[src/rtl/hazard_scoreboard_pkg.sv]
`default_nettype none
// ============================================================================
// Module      : hazard_scoreboard_pkg
// Description : Shared types and constants for the hazard scoreboard.
// Revision    : 1.0 - initial release
// ============================================================================
package hazard_scoreboard_pkg;

    localparam int DEF_AW         = 5;
    localparam int DEF_DEPTH      = 3;
    localparam int DEF_ALU_READY  = 2;
    localparam int DEF_LOAD_READY = 3;
    localparam int DEF_CNT_W      = 16;

    // Widest register address a tag can hold; narrower addresses are zero-extended.
    localparam int MAX_AW = 16;

    localparam int STAGE_E = 1;
    localparam int STAGE_M = 2;
    localparam int STAGE_W = 3;

    typedef struct packed {
        logic              v;
        logic [MAX_AW-1:0] dest;
        logic              wr;
        logic              ld;
    } tag_t;

    function automatic logic is_writer(input tag_t t);
        return t.v & t.wr & (t.dest != '0);
    endfunction

endpackage : hazard_scoreboard_pkg
`default_nettype wire

[src/rtl/hazard_scoreboard_match.sv]
`default_nettype none
// ============================================================================
// Module      : hazard_match
// Description : Youngest-producer match, hazard and forward select for one source.
// Revision    : 1.0 - initial release
// ============================================================================
module hazard_match
    import hazard_scoreboard_pkg::*;
#(
    parameter int DEPTH      = DEF_DEPTH,
    parameter int ALU_READY  = DEF_ALU_READY,
    parameter int LOAD_READY = DEF_LOAD_READY,
    parameter int FW         = $clog2(DEF_DEPTH + 1)
) (
    input  logic                   valid_i,
    input  logic                   use_i,
    input  logic [MAX_AW-1:0]      src_i,
    input  tag_t [DEPTH-1:0]       tags_i,
    output logic                   hazard_o,
    output logic [FW-1:0]          sel_o
);

    logic [DEPTH-1:0] w_hit;
    logic [DEPTH-1:0] w_first;
    logic [DEPTH-1:0] w_haz;
    logic [DEPTH:0]   w_seen;
    logic [FW-1:0]    w_sel_acc [DEPTH+1];

    assign w_seen[0]    = 1'b0;
    assign w_sel_acc[0] = '0;

    // Array index k holds stage k+1; the producer will sit in stage k+2 when
    // the decoding instruction reaches execute.
    for (genvar k = 0; k < DEPTH; k++) begin : g_stage
        localparam int NEXT      = k + 2;
        localparam bit LD_LATE   = (NEXT < LOAD_READY);
        localparam bit ALU_LATE  = (NEXT < ALU_READY);
        localparam bit IN_WINDOW = (NEXT <= DEPTH);

        assign w_hit[k]   = use_i & valid_i & is_writer(tags_i[k])
                          & (tags_i[k].dest == src_i);
        assign w_first[k] = w_hit[k] & ~w_seen[k];
        assign w_seen[k+1] = w_seen[k] | w_hit[k];
        assign w_haz[k]   = w_first[k] & (tags_i[k].ld ? LD_LATE : ALU_LATE);

        assign w_sel_acc[k+1] = w_sel_acc[k]
            | ({FW{w_first[k] & ~w_haz[k] & IN_WINDOW}} & FW'(NEXT));
    end

    assign hazard_o = |w_haz;
    assign sel_o    = w_sel_acc[DEPTH];

endmodule : hazard_match
`default_nettype wire

[src/rtl/hazard_scoreboard.sv]
`default_nettype none
// ============================================================================
// Module      : hazard_scoreboard
// Description : Decode-stage hazard detection, stall/flush and forward selects.
// Revision    : 1.0 - initial release
// ============================================================================
module hazard_scoreboard
    import hazard_scoreboard_pkg::*;
#(
    parameter  int AW         = DEF_AW,
    parameter  int DEPTH      = DEF_DEPTH,
    parameter  int ALU_READY  = DEF_ALU_READY,
    parameter  int LOAD_READY = DEF_LOAD_READY,
    parameter  int CNT_W      = DEF_CNT_W,
    localparam int FW         = $clog2(DEPTH + 1)
) (
    input  logic             CLK,
    input  logic             reset,
    input  logic             valid_D,
    input  logic [AW-1:0]    rsD,
    input  logic [AW-1:0]    rtD,
    input  logic             use_rs_D,
    input  logic             use_rt_D,
    input  logic [AW-1:0]    dest_D,
    input  logic             regwrite_D,
    input  logic             load_D,
    input  logic             pcsrc_D,
    input  logic             ext_stall,
    output logic             stallF,
    output logic             stallD,
    output logic             flushD,
    output logic             flushE,
    output logic [FW-1:0]    fwdA_E,
    output logic [FW-1:0]    fwdB_E,
    output logic [CNT_W-1:0] stall_cnt
);

    tag_t [DEPTH-1:0] tags_q;
    tag_t [DEPTH-1:0] tags_d;
    logic [FW-1:0]    fwdA_q, fwdA_d;
    logic [FW-1:0]    fwdB_q, fwdB_d;
    logic [CNT_W-1:0] cnt_q, cnt_d;

    logic             haz_a, haz_b, hazard;
    logic [FW-1:0]    sel_a, sel_b;

    hazard_match #(
        .DEPTH      (DEPTH),
        .ALU_READY  (ALU_READY),
        .LOAD_READY (LOAD_READY),
        .FW         (FW)
    ) u_match_rs (
        .valid_i  (valid_D),
        .use_i    (use_rs_D),
        .src_i    (MAX_AW'(rsD)),
        .tags_i   (tags_q),
        .hazard_o (haz_a),
        .sel_o    (sel_a)
    );

    hazard_match #(
        .DEPTH      (DEPTH),
        .ALU_READY  (ALU_READY),
        .LOAD_READY (LOAD_READY),
        .FW         (FW)
    ) u_match_rt (
        .valid_i  (valid_D),
        .use_i    (use_rt_D),
        .src_i    (MAX_AW'(rtD)),
        .tags_i   (tags_q),
        .hazard_o (haz_b),
        .sel_o    (sel_b)
    );

    assign hazard = haz_a | haz_b;
    assign stallF = hazard | ext_stall;
    assign stallD = hazard | ext_stall;
    // A hazard stall outranks a taken branch: decode is held, so it is not squashed.
    assign flushD = pcsrc_D & ~stallD;
    assign flushE = (hazard & ~ext_stall) | flushD;

    assign tags_d[STAGE_E-1] = '{v:    valid_D & ~flushE,
                                 dest: MAX_AW'(dest_D),
                                 wr:   regwrite_D,
                                 ld:   load_D};

    for (genvar k = 1; k < DEPTH; k++) begin : g_shift
        assign tags_d[k] = tags_q[k-1];
    end

    assign fwdA_d = flushE ? '0 : sel_a;
    assign fwdB_d = flushE ? '0 : sel_b;
    assign cnt_d  = (hazard && (cnt_q != '1)) ? cnt_q + 1'b1 : cnt_q;

    always_ff @(posedge CLK or negedge reset) begin
        if (!reset) begin
            tags_q <= '0;
            fwdA_q <= '0;
            fwdB_q <= '0;
            cnt_q  <= '0;
        end else if (!ext_stall) begin
            tags_q <= tags_d;
            fwdA_q <= fwdA_d;
            fwdB_q <= fwdB_d;
            cnt_q  <= cnt_d;
        end
    end

    assign fwdA_E    = fwdA_q;
    assign fwdB_E    = fwdB_q;
    assign stall_cnt = cnt_q;

endmodule : hazard_scoreboard
`default_nettype wire

[config.mk]
export PLATFORM = sky130hd
export DESIGN_NAME = hazard_scoreboard
export DESIGN_NICKNAME = d
export VERILOG_FILES = /design/src/rtl/hazard_scoreboard_pkg.sv /design/src/rtl/hazard_scoreboard_match.sv /design/src/rtl/hazard_scoreboard.sv
export SDC_FILE = /design/constraint.sdc
export NUM_CORES = 1
export LEC_CHECK = 0
export ABC_AREA = 1
export CAP_MARGIN = 20
export CORE_MARGIN = 4
export CORE_UTILIZATION = 40
export DETAILED_ROUTE_END_ITERATION = 10
export DONT_BUFFER_PORTS = 1
export GPL_TIMING_DRIVEN = 0
export HOLD_SLACK_MARGIN = 0.05
export SLEW_MARGIN = 20
export SYNTH_ARGS = -nofsm -noshare
export SYNTH_HDL_FRONTEND = slang
export SYNTH_SLANG_ARGS = --single-unit
[constraint.sdc]
create_clock -name CLK -period 3 [get_ports CLK]
set_input_delay 0.9 -clock CLK [delete_from_list [all_inputs] [get_ports CLK]]
set_output_delay 0.9 -clock CLK [all_outputs]
set_load 0.005 [all_outputs]
# [Yosys cells after proc, flatten, opt, wreduce, memory -nomap -nowiden]
# Cells that the tools add are included.
[classes] reduce_logical=4 eq_ne=5 add_sub_neg=1 mux=3 bitwise=35
[ops] operator="nonzero test 16 bit" count=2
[ops] operator="AND 1 bit" count=23
[ops] operator="== test 5 bit" count=4
[ops] operator="adder 16 x 1 -> 16 bit (second input constant)" count=1
[ops] operator="inequality test 16 bit (second input constant)" count=1
[ops] operator="NOT 1 bit" count=7
[ops] operator="2-to-1 mux 2 bit" count=2
[ops] operator="bitwise OR 2 bit" count=2
[ops] operator="bitwise OR 1 bit" count=3
[ops] operator="AND reduction 2 bit" count=1
[ops] operator="logical AND 1 bit" count=1
[ops] operator="2-to-1 mux 1 bit" count=1
[totals] output_inout_bits=24 register_bits=35 in_bits=24

# [Longest topological paths before layout]
[depth] depth_word=12 mapped_depth=12 mapped_depth_nobuf=12

# [By module]
# From an unflattened synthesis, not the netlist that was laid out.
[unflattened] hier_cells=659 hier_area_um2=3697.3
[by_module_without_submodules] module="hazard_scoreboard" instances=1 cells_per_inst=269 area_per_inst_um2=2093.3
[by_module_without_submodules] module="hazard_match" instances=2 cells_per_inst=195 area_per_inst_um2=802.0

# [Least setup slack after synthesis]
# No wires, ideal clock.
[synth_path] path_type="in2out" start="in rsD[4]" end="out stallF" stages=11 arrival_ns=1.792 path_buffers=1 required_ns=2.100 slack_ns=0.308 cell_sequence="inv_1 nand2_1 nand2_1 inv_1 nand2_1 nor2_1 nand4_1 inv_1 nor2_1 inv_1 buf_4"
[synth_between] elab_chain_cells=5
[synth_rtl] element="start: declaration" line="hazard_scoreboard.sv:20" text="input logic [AW-1:0] rsD,"
[synth_rtl] element="== test 5 bit" line="hazard_scoreboard_match.sv:41" text="& (tags_i[k].dest == src_i);"
[synth_rtl] element="AND 1 bit" line="hazard_scoreboard_match.sv:41"
[synth_rtl] element="AND 1 bit" line="hazard_scoreboard_match.sv:44" text="assign w_haz[k] = w_first[k] & (tags_i[k].ld ? LD_LATE : ALU_LATE);"
[synth_rtl] element="bitwise OR 1 bit" line="hazard_scoreboard.sv:75" text="assign hazard = haz_a | haz_b;"
[synth_rtl] element="bitwise OR 1 bit"
[synth_rtl] element="end: declaration" line="hazard_scoreboard.sv:29" text="output logic stallF,"
# No other way between the ends.

# [Final worst setup path]
[layout_path] start="in use_rt_D" end="out stallF"
[layout_between] elab_chain_cells=6
[layout_rtl] element="start: declaration" line="hazard_scoreboard.sv:23" text="input logic use_rt_D,"
[layout_rtl] element="AND 1 bit"
[layout_rtl] element="AND 1 bit" line="hazard_scoreboard_match.sv:40" text="assign w_hit[k] = use_i & valid_i & is_writer(tags_i[k])"
[layout_rtl] element="AND 1 bit" line="hazard_scoreboard_match.sv:41"
[layout_rtl] element="AND 1 bit" line="hazard_scoreboard_match.sv:44"
[layout_rtl] element="bitwise OR 1 bit" line="hazard_scoreboard.sv:75"
[layout_rtl] element="bitwise OR 1 bit"
# No other way between the ends.

==> run_results.csv <==
group,metric,value,unit
outcome,outcome,"completed",
logic_synthesis,syn_avg_cell_area,6.69,um^2
power_and_ir_drop,peakVddDrop,0.215,mV
hold_path,hold_path.class,"primary input to asynchronous set/reset pin",
setup_path,worstSetupPathType,"primary input to output pin",
power_and_ir_drop,power_density,402,nW/um^2
sta,setup_ws,0.190,ns
placement,dpl.hpwl,4.62,mm
routing,firstDrtPassIters,5,
logic_synthesis,syn_nets,374,
clock_network,clkTransAtPathRegs,0.07,ns
logic_synthesis,ys.warnings.count,0,
placement,place_ws,0.149,ns
sta,setup_viol,0,
sta,fin_crit_sh,0.937,
global_routing,grt_pass1_wl,9.76,mm
final_layout,fin_nets,381,
routing,post_drt_wl_per_cell,13.7,um
sta,relSlewSlack,0.671,
floorplanning,core,5570,um^2
final_layout,area.sequential,876,um^2
sta,fmax,0.356,GHz
logic_synthesis,netlist_area,2330,um^2
power_and_ir_drop,p_int,0.747,mW
sta,period_needed,2.81,ns
clock_network,htree_levels,2,
floorplanning,die_h,84.4,um
routing,drt_iter0_markers,63,
power_and_ir_drop,p_comb_frac,0.126,
logic_synthesis,postSynth.asyncResetShare,1.00,
routing,wl_met1,2.75,mm
power_and_ir_drop,pwr-share-seq,0.511,
floorplanning,num_io_pins,48,
final_layout,areaGrowthSynthToFinish,8.25,%
power_and_ir_drop,cellLeakagePower,1.32,nW
routing,route.detailed.drc,0,
power_and_ir_drop,p_sw,0.269,mW
placement,port_buffers,0,
final_layout,final_util,0.453,
global_routing,grt_max_degree,36,
sta,skew,0.00487,ns
sta,hold_viol_final,0,
logic_synthesis,synth.yosys.seq_area_share,0.375,
clock_network,clock_latency,0.28,ns
clock_network,cts_buffers,5,
placement,gp_congestion,0.899,
sta,grt_setup_unrepaired,"no",
clock_network,clock-sinks,35,
setup_path,cp.arrival,1.91,ns
setup_path,crit_fanout,5,
logic_synthesis,ys_types,27,
global_routing,antenna_found_initial,0,
sta,drv_slew,0,
routing,routed_wl,5.89,mm
final_layout,multiInputGateArea,1270,um^2
floorplanning,dieArea,7120,um^2
clock_network,cts_tree,"yes",
setup_path,endpoint_kind,"output pin",
routing,top_layer,"met4",
routing,ant_nets,0,
routing,vias_per_cell,5.10,
clock_network,cts-root-buf,"clkbuf_8",
sta,fin_setup_tns,0,ns
final_layout,drive_gt1_frac,0.0672,
logic_synthesis,ys_ff_latch,35,
logic_synthesis,synth_cells,349,
floorplanning,die_w,84.4,um
placement,post_dp_cell_area,2420,um^2
power_and_ir_drop,switching_share,0.265,
routing,met2WireLength,2.59,mm
global_routing,grt-ovfl-total,0,
global_routing,track_usage,0.168,
routing,dr_wl_met3,443,um
global_routing,grt_pass1_vias,2090,
floorplanning,rows,27,
sta,worstMarginPinSlew,0.493,ns
setup_path,critPathRequiredTime,2.10,ns
final_layout,nFillCells,582,
floorplanning,initial_core_util,0.419,
setup_path,startpoint_type,"primary input",
logic_synthesis,synth-main-ff-cell,"dfrtp_1",
power_and_ir_drop,clkPwrFrac,0.363,
clock_network,cts_buffer_depth,2,
flow_run,cap_violations,0,
routing,via_count,2187,
final_layout,antenna-diode-count,0,
clock_network,postCtsSetupBuffers,0,
final_layout,design_area,2530,um^2
logic_synthesis,synth-edff-count,0,
timing repair:
action | CTS | global route
endpoints found under the setup margin | 0 | 2
gates resized for setup | 0 | 1
hold buffers | 0 | 0
logic make-up (layout without fill, tap and decap cells):
family                   Yosys count  after routing  share of synthesized area
AND/OR/NAND/NOR                  230            230                      0.434
XOR/XNOR                          16             16                     0.0600
flip-flops                        35             35                      0.375
buffers and inverters             48             56                     0.0836
adder cells (fa/ha/maj)            1              1                    0.00536
AO/OA/AOI/OAI                     19             19                     0.0423
layer usage:
layer	GRT usage	up-vias
li1	-	1127
met1	0.221	996
met2	0.263	53
met3	0.0530	11
met4	0.0590	0
met5	0	-
power groups by stage:
stage               registers [mW]  logic (mW)  clock network (mW)
finish                       0.519       0.128               0.369
global route                 0.521       0.148               0.403
CTS                          0.518       0.129               0.382
detailed placement           0.527       0.128                   0
global placement             0.527       0.126                   0
floorplan                    0.519       0.102                   0
path summary, 6_finish.rpt:
path / start / endpoint / slack (ns) / cells after the start
min in group CLK: tags_d[56]$_DFFE_PN0N_ / tags_d[56]$_DFFE_PN0N_ / 0.48 / 2
hold reg to reg: tags_d[56]$_DFFE_PN0N_ / tags_d[56]$_DFFE_PN0N_ / 0.48 / 2
setup reg to reg: stall_cnt[0]$_DFFE_PN0P_ / stall_cnt[7]$_DFFE_PN0P_ / 1.03 / 7
setup / recovery: use_rt_D / stallF / 0.19 / 9
hold / removal: reset / tags_d[21]$_DFFE_PN0N_ / 0.31 / 0
max in group asynchronous: reset / stall_cnt[11]$_DFFE_PN0P_ / 2.61 / 0
sequential cells by signal, summed over array words and instances (netlist names):
signal,flops
stall_cnt,16
fwdA_E,2
fwdB_E,2
tags_d,15
cells in the mapped netlist (all sizes together), types with 3 or more instances:
master  instances  share of area
nor3            5          0.015
buf             3          0.011
xnor2           8          0.030
nand3          23          0.059
nand2         147           0.24
clkbuf          6         0.0096
a21oi           4         0.0086
o21ai          13          0.028
inv            39          0.063
nand4          22          0.059
xor2            8          0.030
nor2           29          0.048
dfrtp          35           0.38
layout by cell type, fill, tap and decap left out, types with 2 or more instances in the layout:
cell	count
dfrtp_1	35
xnor2_1	8
nand3_1	20
nand3_2	2
clkbuf_8	7
nor3_2	2
nand4_1	22
inv_1	34
nand2_1	146
o21ai_0	13
nor3_1	3
clkbuf_1	7
a21oi_1	4
nor2_2	2
inv_2	5
buf_4	2
xor2_1	8
nor2_1	27
final cells by class:
class | count | share of cell area
Buffer | 9 | 0.0193
Clock buffer | 8 | 0.0396
Inverter | 39 | 0.0579
Multi-Input combinational cell | 266 | 0.501
Sequential cell | 35 | 0.347
Tap cell | 72 | 0.0356
through the flow:
step	total power, mW	instances	hold slack (ns)
after floorplan	0.621	349	0.449
after global placement	0.653	421	0.464
after detailed placement	0.655	421	0.470
after CTS	1.03	429	0.297
after global routing	1.07	429	0.294
final	1.02	429	0.310
worst max-delay path: stages:
cell	delay [ns]
nand2_1	0.10
a21oi_1	0.15
nand2_1	0.06
nor2_1	0.08
nand4_1	0.16
nand2_1	0.15
nor2_2	0.07
inv_1	0.11
buf_4	0.12
(Power assumes the default switching activity.)
